File: src/rtl/spi_arb_pkg.sv
`default_nettype none
// ============================================================================
// Module      : spi_arb_pkg
// Description : Shared types and constants for the SPI flash arbiter.
// Revision    : 1.0 - initial release
// ============================================================================
package spi_arb_pkg;

  // Arbiter FSM states
  typedef enum logic [1:0] {
    ST_IDLE  = 2'd0,
    ST_GRANT = 2'd1,
    ST_GAP   = 2'd2
  } arb_state_e;

  // Requester indices
  localparam int REQ_DFU = 0;
  localparam int REQ_AUX = 1;

  // Width of the idle-CS timeout counter and the gap counter
  localparam int CNT_W = 16;

  // Saturating increment: holds at all-ones instead of wrapping
  function automatic logic [CNT_W-1:0] sat_inc(input logic [CNT_W-1:0] v);
    return (v == {CNT_W{1'b1}}) ? v : v + CNT_W'(1);
  endfunction

endpackage
`default_nettype wire

File: src/rtl/spi_flash_mux.sv
`default_nettype none
// ============================================================================
// Module      : spi_flash_mux
// Description : Owner-select of the flash SPI lines. Without an active grant
//               the flash sees an idle bus (CS high, clock/data low) and both
//               requesters see MISO low.
// Revision    : 1.0 - initial release
// ============================================================================
module spi_flash_mux
  import spi_arb_pkg::*;
(
  input  logic grant_active,
  input  logic owner,
  input  logic m0_csel,
  input  logic m0_sclk,
  input  logic m0_mosi,
  output logic m0_miso,
  input  logic m1_csel,
  input  logic m1_sclk,
  input  logic m1_mosi,
  output logic m1_miso,
  output logic spi_csel,
  output logic spi_clk,
  output logic spi_mosi,
  input  logic spi_miso
);

  // Route the owner's master lines to the flash, idle defaults otherwise
  always_comb begin
    spi_csel = 1'b1;
    spi_clk  = 1'b0;
    spi_mosi = 1'b0;
    m0_miso  = 1'b0;
    m1_miso  = 1'b0;
    if (grant_active) begin
      if (owner == 1'(REQ_AUX)) begin
        spi_csel = m1_csel;
        spi_clk  = m1_sclk;
        spi_mosi = m1_mosi;
        m1_miso  = spi_miso;
      end else begin
        spi_csel = m0_csel;
        spi_clk  = m0_sclk;
        spi_mosi = m0_mosi;
        m0_miso  = spi_miso;
      end
    end
  end

endmodule
`default_nettype wire

File: src/rtl/spi_flash_arbiter.sv
`default_nettype none
// ============================================================================
// Module      : spi_flash_arbiter
// Description : Two-requester round-robin arbiter for a shared SPI flash,
//               with an enforced CS-high gap between owners and an idle-CS
//               timeout that revokes and locks out a stalled owner.
// Revision    : 1.0 - initial release
// ============================================================================
module spi_flash_arbiter
  import spi_arb_pkg::*;
#(
  parameter int GAP_CYCLES     = 4,
  parameter int TIMEOUT_CYCLES = 48000
) (
  input  logic       clk_48mhz,
  input  logic       resetn,
  input  logic [1:0] req,
  output logic [1:0] gnt,
  input  logic       m0_csel,
  input  logic       m0_sclk,
  input  logic       m0_mosi,
  output logic       m0_miso,
  input  logic       m1_csel,
  input  logic       m1_sclk,
  input  logic       m1_mosi,
  output logic       m1_miso,
  output logic       spi_csel,
  output logic       spi_clk,
  output logic       spi_mosi,
  input  logic       spi_miso,
  output logic       busy,
  output logic       timeout
);

  // A zero gap still costs one GAP cycle; limits beyond the counter saturate
  localparam int               GAP_LEN  = (GAP_CYCLES < 1) ? 1 : GAP_CYCLES;
  localparam int               CNT_MAX  = (1 << CNT_W) - 1;
  localparam int               TO_SAT   = (TIMEOUT_CYCLES > CNT_MAX) ? CNT_MAX : TIMEOUT_CYCLES;
  localparam logic [CNT_W-1:0] GAP_LOAD = CNT_W'(GAP_LEN - 1);
  localparam logic [CNT_W-1:0] TO_LIMIT = CNT_W'(TO_SAT);
  localparam bit               TO_EN    = (TIMEOUT_CYCLES != 0);

  arb_state_e       state_q, state_d;
  logic             owner_q, owner_d;
  logic             last_q, last_d;
  logic [1:0]       gnt_q, gnt_d;
  logic [1:0]       lock_q, lock_d;
  logic             timeout_q, timeout_d;
  logic [CNT_W-1:0] idle_cnt_q, idle_cnt_d;
  logic [CNT_W-1:0] gap_cnt_q, gap_cnt_d;
  logic [1:0]       eligible;
  logic             winner;
  logic             grant_active;

  assign eligible     = req & ~lock_q;
  assign grant_active = (state_q == ST_GRANT);

  // Next-state: arbitration, release/timeout handling, gap and idle counters
  always_comb begin
    state_d    = state_q;
    owner_d    = owner_q;
    last_d     = last_q;
    idle_cnt_d = idle_cnt_q;
    gap_cnt_d  = gap_cnt_q;
    timeout_d  = 1'b0;
    winner     = owner_q;
    // A lock survives only while its request stays high
    lock_d     = lock_q & req;

    case (state_q)
      ST_IDLE: begin
        idle_cnt_d = '0;
        if (eligible != 2'b00) begin
          // On a tie the requester that did not win last time goes next
          winner  = (eligible == 2'b11) ? ~last_q : eligible[1];
          owner_d = winner;
          last_d  = winner;
          state_d = ST_GRANT;
        end
      end
      ST_GRANT: begin
        if (TO_EN && (idle_cnt_q == TO_LIMIT)) begin
          state_d         = ST_GAP;
          gap_cnt_d       = GAP_LOAD;
          idle_cnt_d      = '0;
          timeout_d       = 1'b1;
          lock_d[owner_q] = 1'b1;
        end else if (!req[owner_q]) begin
          state_d    = ST_GAP;
          gap_cnt_d  = GAP_LOAD;
          idle_cnt_d = '0;
        end else if (spi_csel) begin
          // spi_csel is the owner's CS while granted
          idle_cnt_d = sat_inc(idle_cnt_q);
        end else begin
          idle_cnt_d = '0;
        end
      end
      ST_GAP: begin
        if (gap_cnt_q == '0) begin
          state_d = ST_IDLE;
        end else begin
          gap_cnt_d = gap_cnt_q - CNT_W'(1);
        end
      end
      default: begin
        state_d = ST_IDLE;
      end
    endcase

    gnt_d = (state_d == ST_GRANT) ? (owner_d ? 2'b10 : 2'b01) : 2'b00;
  end

  // State and registered outputs; reset aborts any transfer immediately
  always_ff @(posedge clk_48mhz or negedge resetn) begin
    if (!resetn) begin
      state_q    <= ST_IDLE;
      owner_q    <= 1'b0;
      last_q     <= 1'b1;
      gnt_q      <= 2'b00;
      lock_q     <= 2'b00;
      timeout_q  <= 1'b0;
      idle_cnt_q <= '0;
      gap_cnt_q  <= '0;
    end else begin
      state_q    <= state_d;
      owner_q    <= owner_d;
      last_q     <= last_d;
      gnt_q      <= gnt_d;
      lock_q     <= lock_d;
      timeout_q  <= timeout_d;
      idle_cnt_q <= idle_cnt_d;
      gap_cnt_q  <= gap_cnt_d;
    end
  end

  assign gnt     = gnt_q;
  assign timeout = timeout_q;
  assign busy    = (state_q != ST_IDLE);

  spi_flash_mux u_mux (
    .grant_active (grant_active),
    .owner        (owner_q),
    .m0_csel      (m0_csel),
    .m0_sclk      (m0_sclk),
    .m0_mosi      (m0_mosi),
    .m0_miso      (m0_miso),
    .m1_csel      (m1_csel),
    .m1_sclk      (m1_sclk),
    .m1_mosi      (m1_mosi),
    .m1_miso      (m1_miso),
    .spi_csel     (spi_csel),
    .spi_clk      (spi_clk),
    .spi_mosi     (spi_mosi),
    .spi_miso     (spi_miso)
  );

endmodule
`default_nettype wire

File: config.mk
export PLATFORM = sky130hd
export DESIGN_NAME = spi_flash_arbiter
export DESIGN_NICKNAME = d
export VERILOG_FILES = /design/src/rtl/spi_arb_pkg.sv /design/src/rtl/spi_flash_mux.sv /design/src/rtl/spi_flash_arbiter.sv
export SDC_FILE = /design/constraint.sdc
export NUM_CORES = 1
export LEC_CHECK = 0
export CORE_MARGIN = 8
export CORE_UTILIZATION = 50
export CTS_CLUSTER_SIZE = 28
export DETAILED_ROUTE_END_ITERATION = 8
export MAX_ROUTING_LAYER = met4
export PLACE_DENSITY = 0.7
export REMOVE_ABC_BUFFERS = 1
export SLEW_MARGIN = 0
export SYNTH_ARGS = -nofsm -noshare
export SYNTH_HDL_FRONTEND = slang
export SYNTH_SLANG_ARGS = --single-unit
File: constraint.sdc
create_clock -name clk_48mhz -period 6.3 [get_ports clk_48mhz]
set_clock_uncertainty 0.1 [all_clocks]
set_input_delay 0.945 -clock clk_48mhz [delete_from_list [all_inputs] [get_ports clk_48mhz]]
set_output_delay 0.945 -clock clk_48mhz [all_outputs]
set_load 0.05 [all_outputs]
==> impl_summary.md <==
Status
The run finished with clean final reports.

Clocking
TritonCTS built the clock tree. The depth of the CTS H-tree is 2. Clock-pin slew was measured on the worst setup and hold paths at ~0.080 ns.

Once the clock tree was built, the setup fixing pass inserted 0 buffers. The CTS buffer count is 5. The clock passes through at most 2 buffers. The tree is rooted in a sky130_fd_sc_hd__clkbuf_8. The number of buffers inserted by hold repair at cts is 0. The number of clock sinks seen by CTS is 41. At the later pin of the worst-skew pair, clock insertion delay measures 0.30 ns. After clock tree synthesis, the repair step resized 0 gates.

Route
The total number of vias is 2223. In the routed design, unresolved DRC markers number 0. The count of nets left with antenna violations once routing finished came out at 0. The first routing iteration left ~190 violations. The first detailed-routing pass took 4 iterations. The mean routed wirelength per cell is roughly 16 µm. The final routed wirelength across all metal layers is about 5800 µm. The detail-routed via count per cell is between 6 and 7.

Worst setup path
On the critical path the largest part of the delay comes from buffers and inverters. The path depth of the worst reg2reg path is 6. The biggest fanout along the worst timing path is 1. The endpoint of the lowest-slack register-to-register path is idle_cnt_q[3]$_DFFE_PN0P_. On the worst path, the slowest cell contributes a delay of approximately 0.81 ns. For the worst setup path, the data arrival time is between 2 and 2.5 ns. The start-to-end type of the worst setup path is in -> out. The critical path's most frequent cell is sky130_fd_sc_hd__clkdlybuf4s50_1.

Walking the worst path, the cells encountered are clkdlybuf4s50_1 > mux2i_1 > nor2b_1 > clkdlybuf4s50_1. The startpoint type of the worst setup path is an input pin. The largest individual stage delay along the critical path comes from the cell sky130_fd_sc_hd__clkdlybuf4s50_1. The setup slack of the most critical reg-to-reg path is 3.74 ns. The beginning of the worst register-to-register path is idle_cnt_q[0]$_DFFE_PN0P_. The number of buffers and inverters on the critical path is 2. The data required time at the worst endpoint is roughly 5.3 ns.

The worst setup path is captured at an output pin.

STA
The final-report setup violation count is 0. Setup repair after global routing left no endpoint under its margin. The worst max-slew margin expressed relative to the limit is between 30% and 40%. In the final timing run, aggregate negative setup slack is 0 ns. The worst hold margin is between 0.3 and 0.4 ns. The number of hold-slack violations in the final timing report is 0. At the pin with the least slew margin, the transition time is approximately 0.91 ns. The highest clock frequency the design can meet is approximately 290 MHz. The total count of max-transition violations in the final report is 0.

After layout, the minimum clock period comes to 3.45 ns. The final critical-path share of the clock period is 54.7%.

Logic synthesis
Ranked by total cell area, the synthesized netlist is headed by sky130_fd_sc_hd__dfrtp_1, sky130_fd_sc_hd__a21oi_1, sky130_fd_sc_hd__ha_1. The top-area cell type share of the netlist area is between 40% and 50%. After synthesis, the netlist uses 54 different library cells. After synthesis, the largest family of logic cells by area is simple AND/OR/NAND/NOR gates. The async set-or-reset flop fraction in the synthesized netlist is 100%. The arithmetic-cell share of the synthesized area counting full adders, half adders and majority gates is around 3.5%. In this run, synthesis inferred 0 flip-flops with an integrated enable. After Yosys synthesis, XOR and XNOR cells account for 0% of the synthesized area. After Yosys synthesis, and, or, nand and nor cells account for about a quarter of the synthesized area. In the synthesized netlist, mux cells make up 2.05% of the area. The primary flip-flop cell chosen by synthesis mapping is sky130_fd_sc_hd__dfrtp_1.

The Yosys step of the flow raised 0 warnings. The compound-cell area share of the yosys netlist is 23.9%. The synthesized design contains roughly 40 register bits.

The number of standard cells after synthesis is 280. Sequential elements use between 40% and 50% of the synthesized area. The cell type with the highest aggregate area in the netlist is sky130_fd_sc_hd__dfrtp_1.

Summing every instance area after synthesis gives ~2500 µm². The post-synthesis area per instance is roughly 8.9 µm².

Floorplanning
The initial core utilization is a little over half. The number of top-level design ports is 20. The number of rows in the core area is 25. The area of the core region is 4790 µm². The die is ~87 µm wide. The die covers 7520 µm². The floorplan step set the die height to 86.7 µm.

Final layout
The count of placed standard cells in the final layout, fillers left out is 363. The antenna diode count is 0. Compared with the post-synthesis result, the final layout area differs by 14.0%. The post-layout instance area is approximately 2900 µm².

The net count of the finished layout is between 300 and 400. The share of cells above drive strength 1 is under 10%. The count of filler cells inserted in the layout is approximately 430.

Min path
For hold timing, the worst endpoint is last_q$_DFFE_PN1P_. The min-delay analysis places its worst path in the category reg -> reg. The origin of the worst min-delay path is last_q$_DFFE_PN1P_.

The worst hold path stage count is 2.

Power
For this design the ratio of total power to cell area is 365 nW/µm². The final total power is ~1.0 mW. For this design the static power due to leakage is 1.20 nW.

Across the VDD grid, the largest voltage drop is 0.181 mV.

Global routing
The number of global-route vias before repair is roughly 2000. The leftover overflow at the end of global routing is 0. The first global-routing pass estimated between 9000 and 10000 µm of wire.

The total routing usage reported by global routing is between 10% and 20%. The pin count of the biggest net entering global routing is 42. The initial antenna violation count is 0.

Place
Including well taps, the total number of placed cells is ~360. The number of port buffers is 19. Summing all placed instances gives a cell area of between 2000 and 3000 µm². The placer's final routability congestion estimate is about 0.86. Once detailed placement completed, the half-perimeter wirelength came to approximately 4000 µm.

Job
The count of max-cap constraint violations is 0.
cells in the mapped netlist (3+ instances only):
| master | instances |
|---|---|
| sky130_fd_sc_hd__and2_1 | 3 |
| sky130_fd_sc_hd__o31ai_1 | 9 |
| sky130_fd_sc_hd__a31oi_1 | 10 |
| sky130_fd_sc_hd__o21ai_0 | 17 |
| sky130_fd_sc_hd__mux2i_1 | 4 |
| sky130_fd_sc_hd__or4_1 | 10 |
| sky130_fd_sc_hd__a21oi_1 | 24 |
| sky130_fd_sc_hd__o21a_1 | 4 |
| sky130_fd_sc_hd__inv_1 | 10 |
| sky130_fd_sc_hd__nand2_1 | 19 |
| sky130_fd_sc_hd__or2_2 | 3 |
| sky130_fd_sc_hd__nor2_1 | 18 |
| sky130_fd_sc_hd__nor3_1 | 11 |
| sky130_fd_sc_hd__nand4_1 | 4 |
| sky130_fd_sc_hd__dfrtp_1 | 40 |
| sky130_fd_sc_hd__nor4_1 | 3 |
| sky130_fd_sc_hd__nand3_1 | 12 |
| sky130_fd_sc_hd__or3_1 | 8 |
| sky130_fd_sc_hd__nor2b_1 | 5 |
| sky130_fd_sc_hd__ha_1 | 7 |
| sky130_fd_sc_hd__clkbuf_1 | 6 |
| sky130_fd_sc_hd__a2bb2oi_1 | 4 |
| sky130_fd_sc_hd__and3_1 | 4 |
| sky130_fd_sc_hd__a21o_1 | 3 |
registers in the layout, summed over array words and instances (netlist names):
| name | cells |
|---|---|
| gap_cnt_q | 16 |
| gnt | 2 |
| idle_cnt_q | 16 |
| last_q | 1 |
| lock_q | 2 |
| owner_q | 1 |
| state_q | 2 |
| timeout | 1 |
metrics by stage:
step | worst slack [ns] | util (%)
finish | 2.85 | 59.6
global route | 2.79 | 59.6
CTS | 2.84 | 59.6
detailed placement | 2.84 | 56.8
global placement | 2.86 | 56.8
floorplan | 3.42 | -
tightest hold or removal path: cells and delay by family, from the launching register on:
kind	cells	cell delay [ns]
simple gates	1	0.04
compound gates	1	0.07
flops	1	0.38
where the power goes:
part	total, mW	internal, mW	switching [mW]
clock	0.257	0.157	0.0991
sequential	0.320	0.290	0.0298
combinational	0.465	0.152	0.313
cells in the final DEF, fill, tap and decap left out, types with 5 or more instances in the layout:
cell	instances
sky130_fd_sc_hd__nand2_1	19
sky130_fd_sc_hd__nor3_1	10
sky130_fd_sc_hd__dfrtp_1	40
sky130_fd_sc_hd__inv_1	10
sky130_fd_sc_hd__a21oi_1	24
sky130_fd_sc_hd__or4_1	10
sky130_fd_sc_hd__nand3_1	12
sky130_fd_sc_hd__or3_1	8
sky130_fd_sc_hd__nor2_1	18
sky130_fd_sc_hd__o31ai_1	9
sky130_fd_sc_hd__clkdlybuf4s50_1	18
sky130_fd_sc_hd__nor2b_1	5
sky130_fd_sc_hd__o21ai_0	17
sky130_fd_sc_hd__clkbuf_8	5
sky130_fd_sc_hd__a31oi_1	10
sky130_fd_sc_hd__ha_1	7
cell families (layout without fill, tap and decap cells):
| family | after synthesis | count (layout) |
|---|---|---|
| and+or+nand+nor | 112 | 112 |
| buffers and inverters | 23 | 39 |
| adders and majority gates | 7 | 7 |
| DFF | 41 | 41 |
| AOI/OAI and AO/OA | 92 | 92 |
| muxes | 5 | 5 |
routing by layer:
| layer | wire, µm | track usage (%) | share of wire (%) | vias to the layer above |
|---|---|---|---|---|
| li1 | - | - | - | 1104 |
| met1 | 2890 | 21.8 | 50 | 1042 |
| met2 | 2410 | 23.6 | 42 | 72 |
| met3 | 400 | 3.97 | 6.9 | 5 |
| met4 | 52 | 5.01 | 0.90 | 0 |
| met5 | 0 | - | 0 | - |
worst max path at each step:
stage                 start                   endpoint  slack [ns]  depth (start not counted)
floorplan            req[1]  idle_cnt_q[9]$_DFFE_PN0P_        3.42                          5
global placement    m1_csel                   spi_csel        2.86                          4
detailed placement  m0_mosi                   spi_mosi        2.84                          4
CTS                 m0_mosi                   spi_mosi        2.84                          4
global route        m1_sclk                    spi_clk        2.79                          4
finish              m1_mosi                   spi_mosi        2.85                          4
final cells by class:
class	count	area, µm²	area share, %
repair buffers	21	200	7.02
clock inverters	3	65.1	2.28
inverters	10	37.5	1.32
multi-input cells	216	1370	48.0
clock buffers	5	68.8	2.41
well taps	67	83.8	2.94
flip-flops and latches	41	1030	36.0
Note: power is estimated with default switching activity, not from simulation.
